==> src/rtl/bw_test_sequencer_if.sv <==
// Sequencer <-> AXI4 bandwidth tester handshake: start pulses out, done pulses and times back.
interface bw_test_sequencer_if;
    logic        start_write;
    logic        start_read;
    logic        wr_done;
    logic        rd_done;
    logic [31:0] wr_time;
    logic [31:0] rd_time;

    modport master (
        output start_write, start_read,
        input  wr_done, rd_done, wr_time, rd_time
    );

    modport slave (
        input  start_write, start_read,
        output wr_done, rd_done, wr_time, rd_time
    );
endinterface

==> src/rtl/bw_test_sequencer.sv <==
// Multi-iteration run controller for the AXI4 bandwidth tester; gathers min/max/sum
// of reported write and read times per run.
module bw_test_sequencer #(
    parameter int unsigned TIMEOUT_CYCLES = 200000000,
    parameter int unsigned ITER_W         = 16
) (
    input  logic                  clk,
    input  logic                  resetn,
    input  logic                  cmd_start_i,
    input  logic                  cmd_abort_i,
    input  logic [1:0]            cfg_mode_i,
    input  logic [ITER_W-1:0]     cfg_iterations_i,
    bw_test_sequencer_if.master   tst,
    output logic                  busy_o,
    output logic                  done_o,
    output logic                  error_timeout_o,
    output logic [ITER_W-1:0]     iter_count_o,
    output logic [31:0]           wr_min_o,
    output logic [31:0]           wr_max_o,
    output logic [31:0]           rd_min_o,
    output logic [31:0]           rd_max_o,
    output logic [31+ITER_W:0]    wr_sum_o,
    output logic [31+ITER_W:0]    rd_sum_o
);
    localparam int unsigned SUM_W = 32 + ITER_W;
    localparam int unsigned TMO_W = $clog2(TIMEOUT_CYCLES + 1);

    localparam logic [1:0] M_WR    = 2'd0;
    localparam logic [1:0] M_RD    = 2'd1;
    localparam logic [1:0] M_WR_RD = 2'd2;
    localparam logic [1:0] M_CONC  = 2'd3;

    typedef enum logic [2:0] {IDLE, ISSUE, WAIT, NEXT, FINISH} state_t;

    state_t              state_q;
    logic [1:0]          mode_q;
    logic [ITER_W-1:0]   iters_q, iter_q;
    logic [TMO_W-1:0]    tmo_q;
    logic                wr_seen_q, rd_seen_q, rd_phase_q;
    logic                start_write_q, start_read_q;
    logic                busy_q, done_q, err_q;
    logic [31:0]         wr_min_q, wr_max_q, rd_min_q, rd_max_q;
    logic [SUM_W-1:0]    wr_sum_q, rd_sum_q;

    logic                wr_acc, rd_acc, phase_done, tmo_hit;
    logic [TMO_W-1:0]    tmo_d;
    logic [31:0]         wr_min_d, wr_max_d, rd_min_d, rd_max_d;

    // Which done pulses the current phase is still waiting for
    always_comb begin
        wr_acc     = 1'b0;
        rd_acc     = 1'b0;
        phase_done = 1'b0;
        if (state_q == WAIT) begin
            unique case (mode_q)
                M_WR:    wr_acc = tst.wr_done;
                M_RD:    rd_acc = tst.rd_done;
                M_WR_RD: begin
                    wr_acc = tst.wr_done && !rd_phase_q;
                    rd_acc = tst.rd_done &&  rd_phase_q;
                end
                default: begin
                    wr_acc = tst.wr_done && !wr_seen_q;
                    rd_acc = tst.rd_done && !rd_seen_q;
                end
            endcase
            unique case (mode_q)
                M_WR:    phase_done = wr_acc;
                M_RD,
                M_WR_RD: phase_done = rd_acc;
                default: phase_done = (wr_seen_q || wr_acc) && (rd_seen_q || rd_acc);
            endcase
        end
        tmo_d    = tmo_q + TMO_W'(1);
        tmo_hit  = (tmo_d == TMO_W'(TIMEOUT_CYCLES));
        wr_min_d = (tst.wr_time < wr_min_q) ? tst.wr_time : wr_min_q;
        wr_max_d = (tst.wr_time > wr_max_q) ? tst.wr_time : wr_max_q;
        rd_min_d = (tst.rd_time < rd_min_q) ? tst.rd_time : rd_min_q;
        rd_max_d = (tst.rd_time > rd_max_q) ? tst.rd_time : rd_max_q;
    end

    always_ff @(posedge clk or negedge resetn) begin
        if (!resetn) begin
            state_q       <= IDLE;
            mode_q        <= M_WR;
            iters_q       <= ITER_W'(1);
            iter_q        <= '0;
            tmo_q         <= '0;
            wr_seen_q     <= 1'b0;
            rd_seen_q     <= 1'b0;
            rd_phase_q    <= 1'b0;
            start_write_q <= 1'b0;
            start_read_q  <= 1'b0;
            busy_q        <= 1'b0;
            done_q        <= 1'b0;
            err_q         <= 1'b0;
            wr_min_q      <= '1;
            wr_max_q      <= '0;
            rd_min_q      <= '1;
            rd_max_q      <= '0;
            wr_sum_q      <= '0;
            rd_sum_q      <= '0;
        end else begin
            start_write_q <= 1'b0;
            start_read_q  <= 1'b0;
            // Abort wins over any done pulse or timeout arriving in the same cycle
            if (cmd_abort_i && (state_q != IDLE)) begin
                state_q <= IDLE;
                busy_q  <= 1'b0;
                done_q  <= 1'b0;
            end else begin
                unique case (state_q)
                    IDLE: if (cmd_start_i) begin
                        mode_q   <= cfg_mode_i;
                        iters_q  <= (cfg_iterations_i == '0) ? ITER_W'(1) : cfg_iterations_i;
                        done_q   <= 1'b0;
                        err_q    <= 1'b0;
                        iter_q   <= '0;
                        wr_min_q <= '1;
                        wr_max_q <= '0;
                        rd_min_q <= '1;
                        rd_max_q <= '0;
                        wr_sum_q <= '0;
                        rd_sum_q <= '0;
                        busy_q   <= 1'b1;
                        state_q  <= ISSUE;
                    end
                    ISSUE: begin
                        start_write_q <= (mode_q != M_RD);
                        start_read_q  <= (mode_q == M_RD) || (mode_q == M_CONC);
                        tmo_q         <= '0;
                        wr_seen_q     <= 1'b0;
                        rd_seen_q     <= 1'b0;
                        rd_phase_q    <= 1'b0;
                        state_q       <= WAIT;
                    end
                    WAIT: begin
                        tmo_q <= tmo_d;
                        if (wr_acc) begin
                            wr_seen_q <= 1'b1;
                            wr_min_q  <= wr_min_d;
                            wr_max_q  <= wr_max_d;
                            wr_sum_q  <= wr_sum_q + SUM_W'(tst.wr_time);
                        end
                        if (rd_acc) begin
                            rd_seen_q <= 1'b1;
                            rd_min_q  <= rd_min_d;
                            rd_max_q  <= rd_max_d;
                            rd_sum_q  <= rd_sum_q + SUM_W'(tst.rd_time);
                        end
                        // Write-then-read: read phase is issued the cycle after wr_done
                        if ((mode_q == M_WR_RD) && wr_acc) begin
                            rd_phase_q   <= 1'b1;
                            start_read_q <= 1'b1;
                            tmo_q        <= '0;
                        end
                        if (phase_done) begin
                            iter_q  <= iter_q + ITER_W'(1);
                            state_q <= NEXT;
                        end else if (tmo_hit && !((mode_q == M_WR_RD) && wr_acc)) begin
                            err_q   <= 1'b1;
                            busy_q  <= 1'b0;
                            state_q <= IDLE;
                        end
                    end
                    NEXT:    state_q <= (iter_q == iters_q) ? FINISH : ISSUE;
                    FINISH: begin
                        done_q  <= 1'b1;
                        busy_q  <= 1'b0;
                        state_q <= IDLE;
                    end
                    default: state_q <= IDLE;
                endcase
            end
        end
    end

    assign tst.start_write = start_write_q;
    assign tst.start_read  = start_read_q;
    assign busy_o          = busy_q;
    assign done_o          = done_q;
    assign error_timeout_o = err_q;
    assign iter_count_o    = iter_q;
    assign wr_min_o        = wr_min_q;
    assign wr_max_o        = wr_max_q;
    assign rd_min_o        = rd_min_q;
    assign rd_max_o        = rd_max_q;
    assign wr_sum_o        = wr_sum_q;
    assign rd_sum_o        = rd_sum_q;
endmodule
==> src/flat_wrapper.sv <==
// flat-port wrapper written by rule: the top's interface ports become plain ports
module bw_test_sequencer_flat 
#(
    parameter int unsigned TIMEOUT_CYCLES = 200000000,
    parameter int unsigned ITER_W         = 16
)
  (clk, resetn, cmd_start_i, cmd_abort_i, cfg_mode_i, cfg_iterations_i, busy_o, done_o, error_timeout_o, iter_count_o, wr_min_o, wr_max_o, rd_min_o, rd_max_o, wr_sum_o, rd_sum_o, tst_start_write, tst_start_read, tst_wr_done, tst_rd_done, tst_wr_time, tst_rd_time);
  bw_test_sequencer_if tst_i ();
  input  logic clk;
  input  logic resetn;
  input  logic cmd_start_i;
  input  logic cmd_abort_i;
  input  logic [1:0] cfg_mode_i;
  input  logic [ITER_W-1:0] cfg_iterations_i;
  output logic busy_o;
  output logic done_o;
  output logic error_timeout_o;
  output logic [ITER_W-1:0] iter_count_o;
  output logic [31:0] wr_min_o;
  output logic [31:0] wr_max_o;
  output logic [31:0] rd_min_o;
  output logic [31:0] rd_max_o;
  output logic [31+ITER_W:0] wr_sum_o;
  output logic [31+ITER_W:0] rd_sum_o;
  output wire logic [$bits(tst_i.start_write)-1:0] tst_start_write;
  output wire logic [$bits(tst_i.start_read)-1:0] tst_start_read;
  input wire logic [$bits(tst_i.wr_done)-1:0] tst_wr_done;
  input wire logic [$bits(tst_i.rd_done)-1:0] tst_rd_done;
  input wire logic [$bits(tst_i.wr_time)-1:0] tst_wr_time;
  input wire logic [$bits(tst_i.rd_time)-1:0] tst_rd_time;
  assign tst_start_write = tst_i.start_write;
  assign tst_start_read = tst_i.start_read;
  assign tst_i.wr_done = tst_wr_done;
  assign tst_i.rd_done = tst_rd_done;
  assign tst_i.wr_time = tst_wr_time;
  assign tst_i.rd_time = tst_rd_time;
  bw_test_sequencer #(.TIMEOUT_CYCLES(TIMEOUT_CYCLES), .ITER_W(ITER_W)) u_core (.clk(clk), .resetn(resetn), .cmd_start_i(cmd_start_i), .cmd_abort_i(cmd_abort_i), .cfg_mode_i(cfg_mode_i), .cfg_iterations_i(cfg_iterations_i), .tst(tst_i), .busy_o(busy_o), .done_o(done_o), .error_timeout_o(error_timeout_o), .iter_count_o(iter_count_o), .wr_min_o(wr_min_o), .wr_max_o(wr_max_o), .rd_min_o(rd_min_o), .rd_max_o(rd_max_o), .wr_sum_o(wr_sum_o), .rd_sum_o(rd_sum_o));
endmodule
==> config.mk <==
export PLATFORM = sky130hd
export DESIGN_NAME = bw_test_sequencer_flat
export DESIGN_NICKNAME = d
export VERILOG_FILES = /design/src/rtl/bw_test_sequencer_if.sv /design/src/rtl/bw_test_sequencer.sv /design/src/flat_wrapper.sv
export SDC_FILE = /design/constraint.sdc
export NUM_CORES = 1
export LEC_CHECK = 0
export ABC_AREA = 1
export BUFFER_PORTS_ARGS = -buffer_cell sky130_fd_sc_hd__buf_2
export CORE_MARGIN = 4
export CORE_UTILIZATION = 56
export CTS_BUF_LIST = sky130_fd_sc_hd__clkbuf_4 sky130_fd_sc_hd__clkbuf_8
export CTS_CLUSTER_SIZE = 28
export DETAILED_ROUTE_END_ITERATION = 8
export PLACE_DENSITY = 0.79
export SLEW_MARGIN = 20
export SYNTH_ARGS = -nofsm -noshare
export SYNTH_HDL_FRONTEND = slang
export SYNTH_SLANG_ARGS = --single-unit
==> constraint.sdc <==
create_clock -name clk -period 2.6 [get_ports clk]
set_clock_uncertainty 0.1 [all_clocks]
set_input_delay 0.13 -clock clk [delete_from_list [all_inputs] [get_ports clk]]
set_output_delay 0.13 -clock clk [all_outputs]
set_load 0.01 [all_outputs]
==> results.sh <==
export IMPL_worst_pin_slew_ns=0.7510
export IMPL_slowest_stage="dfstp_2"
export IMPL_leakage_nw=14.14
export IMPL_seq_power_share=0.291
export IMPL_hold_violations=0
export IMPL_slew_headroom=0.4975
export IMPL_drt_wirelength_per_cell_um=17.62
export IMPL_cp_end_kind="flop"
export IMPL_clockBufferDepth=3
export IMPL_grt_pass1_vias=22503
export IMPL_min_path_type="in -> async"
export IMPL_io_pins=333
export IMPL_avgSynthCellArea_um2=6.977
export IMPL_synth_xor_area_frac=0.01534
export IMPL_drt_iter0_drc=1974
export IMPL_pwr_share_comb=0.529
export IMPL_drive_above_1_share=0.2004
export IMPL_antenna_found_initial=0
export IMPL_die_h_um=204.9
export IMPL_synth_compound_area_frac=0.1218
export IMPL_cpLargestDelayFamily="simple AND/OR/NAND/NOR gates"
export IMPL_rsz0062_at_grt="true"
export IMPL_irDropWorstVdd_mv=0.6862
export IMPL_drc=0
export IMPL_synth_top_family_by_area="simple AND/OR/NAND/NOR gates"
export IMPL_yosys_area_share_adder=0.1154
export IMPL_pre_cts_ws_ns=-0.008384
export IMPL_period_needed_ns=2.500
export IMPL_core_area_um2=37930
export IMPL_htreeDepth=2
export IMPL_critPathLaunchType="flop"
export IMPL_path_class="reg -> reg"
export IMPL_drt_total_wl_um=73450
export IMPL_grt_usage=0.3377
export IMPL_dpl_hpwl_um=54110
export IMPL_ys_seq_area_frac=0.3462
export IMPL_worstSkewPairLatency_ns=0.66
export IMPL_cts_inserted_buffers=54
export IMPL_p_sw_frac=0.4660
export IMPL_async_reset_ff_frac=1.000
export IMPL_status="finished clean"
export IMPL_synthesis_nets=3397
export IMPL_fmax_mhz=399.9
export IMPL_gr_total_overflow=0
export IMPL_setup_viol=0
export IMPL_switching_power_mw=13.11
export IMPL_die_area_um2=41960
export IMPL_fin_crit_sh=0.9617
export IMPL_rows=71
export IMPL_grt_max_degree=48
export IMPL_worstPathArrival_ns=2.98
export IMPL_finalCoreUtilization=0.7128
export IMPL_final_max_slew_violation_count=0
export IMPL_synth_simple_area_share=0.3178
export IMPL_dpl_cell_area_um2=24430
export IMPL_synth_edf_count=0
export IMPL_n_antenna_cell=0
export IMPL_critPathBufInv=2
export IMPL_area_delta_synth_final_pct=24.60
export IMPL_ys_ff_latch=297
export IMPL_critPathMaxFanout=16
export IMPL_pwr_share_clk=0.179
export IMPL_grt_pass1_wl_um=116000
export IMPL_dr_pass1_iters=7
export IMPL_synth_area_mux_share=0
export IMPL_dieWidth_um=204.9
export IMPL_path_common_cell="nand2_1"
export IMPL_design_area_um2=27040
export IMPL_tns_ns=0
export IMPL_via_count=23275
export IMPL_yosys_warnings=0
export IMPL_syn_cell_area_um2=21700
export IMPL_postSynthCellCount=3110
export IMPL_clkTransAtPathRegs_ns=0.06
export IMPL_gp_congestion=0.9822
export IMPL_intPower_mw=15.02
export IMPL_fin_ws_ns=0.09955
export IMPL_power_density_nw_per_um2=1040
export IMPL_reg2reg_slack_ns=0.1
export IMPL_worstPathRequired_ns=3.08
export IMPL_clock_sinks=297
export IMPL_cpPeakStageDelay_ns=0.54
export IMPL_root_buffer="clkbuf_8"
export IMPL_fin_nets=3899
export IMPL_synth_cell_types=51
export IMPL_antenna_left=0
export IMPL_numPortBuffers=332
export IMPL_crit_chain="inv_1 > ha_1 > a21oi_2 > nand3b_1 > a21oi_1 > nor3_2 > nand3_2 > nand2_1 > nand2_1 > nand2_2 > nand2_4 > clkbuf_16 > nand2_1 > nand2_1"
export IMPL_routed_via_density=5.583
export IMPL_max_cap_violations=0
export IMPL_start_util=0.5721
export IMPL_synthFlopType="dfrtp_1"
export IMPL_cts_tree="built"
[worst paths after layout]
path / from / to / depth (start not counted)
hold / removal: resetn / u_core.rd_min_o[12] / 2
max in group asynchronous: resetn / u_core.wr_min_o[14] / 3
setup / recovery: u_core.wr_min_o[9] / u_core.wr_min_o[25] / 14
setup reg to reg: u_core.wr_min_o[9] / u_core.wr_min_o[25] / 14
hold reg to reg: u_core.rd_min_o[17] / u_core.rd_min_o[17] / 2
min in group clk: cfg_mode_i[1] / u_core.mode_q[1] / 4
[placed cells by master, fill, tap and decap left out, types with 24 or more instances in the layout]
master         Yosys  layout
nand2_1          947     935
inv_1            377     377
buf_2             18     331
nor2_1           282     275
dfrtp_1          232     232
nand3_1          207     203
ha_1             197     194
a21oi_1          196     189
o21ai_0          145     139
dlygate4sd3_1      0     101
buf_4              9      72
clkbuf_8           0      70
dfstp_2           65      65
nand4_1           46      46
or2_2             40      40
nor3_1            44      38
xor2_1            25      24
[per-stage QoR]
step | instances | total power [mW] | hold WS, ns
after global placement | 3956 | 21.65 | 0.04533
after detailed placement | 3956 | 22.18 | 0.05259
after CTS | 4160 | 27.51 | 0.1066
after floorplan | 3110 | 16.88 | -0.2656
after global routing | 4169 | 30.26 | 0.1599
final | 4169 | 28.12 | 0.1561
[per-layer routing]
metal  routed length (µm)  global-route usage  up-vias
met3                 6375             0.06016      168
li1                     -                   -    11156
met2                33640              0.5454      982
met1                30980              0.4578    10969
met4                 2449              0.1234        0
met5                    0                   0        -
[state kept, by name, indices dropped and copies added (netlist names), 16 cells and up]
register	flops
u_core.wr_max_o	32
u_core.iter_count_o	16
u_core.iters_q	16
u_core.wr_sum_o	48
u_core.rd_max_o	32
u_core.wr_min_o	32
u_core.rd_sum_o	48
u_core.rd_min_o	32
u_core.tmo_q	28
[cell usage after synthesis (2+ instances only)]
library cell	instances	area share
nand2_1	947	0.16
inv_1	377	0.065
nor2_1	282	0.049
dfrtp_1	232	0.27
nand3_1	207	0.048
ha_1	197	0.11
a21oi_1	196	0.045
o21ai_0	145	0.033
dfstp_2	65	0.079
nand4_1	46	0.013
nor3_1	44	0.010
clkbuf_1	43	0.0074
or2_2	40	0.012
xor2_1	25	0.010
o21ai_1	22	0.0051
buf_2	18	0.0042
a21o_1	16	0.0055
nor2_2	16	0.0046
nor4_1	16	0.0046
o22ai_1	16	0.0046
a31oi_1	15	0.0043
o21bai_1	14	0.0048
inv_2	13	0.0022
o31ai_1	13	0.0045
xnor2_1	13	0.0052
nand2_2	10	0.0029
buf_4	9	0.0031
o21a_1	9	0.0031
and3_1	6	0.0017
buf_1	6	0.0010
a21boi_0	5	0.0017
a22o_1	5	0.0020
o221ai_1	5	0.0020
nand3_2	4	0.0018
nor2_4	4	0.0021
nor3_2	4	0.0018
o211ai_1	4	0.0014
a32o_1	3	0.0014
nand3b_1	3	0.0010
a211oi_1	2	0.00069
fa_1	2	0.0018
nor4b_1	2	0.00081
[power groups by stage]
stage / registers (mW) / clock network (mW) / logic, mW
3_5_place_dp: 8.19 / 0 / 14.0
4_1_cts: 8.15 / 5.12 / 14.3
2_1_floorplan: 8.51 / 0 / 8.38
5_1_grt: 8.40 / 5.33 / 16.5
6_report: 8.19 / 5.04 / 14.9
3_3_place_gp: 8.12 / 0 / 13.5
[cell type report]
cell class	instances	area [µm²]
multi-input combinational	2346	12600
fill	3135	10900
sequential	297	7513
timing repair buffer	522	3576
inverter	391	1475
clock buffer	88	1099
tap	511	639.4
clock inverter	14	131.4
[cell families (layout without fill, tap and decap cells)]
| logic type | count (synthesis) | after routing |
|---|---|---|
| XOR/XNOR | 38 | 38 |
| AO/OA/AOI/OAI | 475 | 475 |
| buffers and inverters | 467 | 1015 |
| AND/OR/NAND/NOR | 1634 | 1634 |
| adder cells (fa/ha/maj) | 199 | 199 |
| flip-flops | 297 | 297 |
[what timing repair did]
action,in CTS,in global routing
endpoints found under the hold margin,468,0
buffers inserted,0,8
setup endpoints to repair,3,165
cloned,0,1
gates resized for setup,3,68
hold buffers,102,0
pin swaps,0,9
No activity file was read; power rests on OpenSTA's default activity.
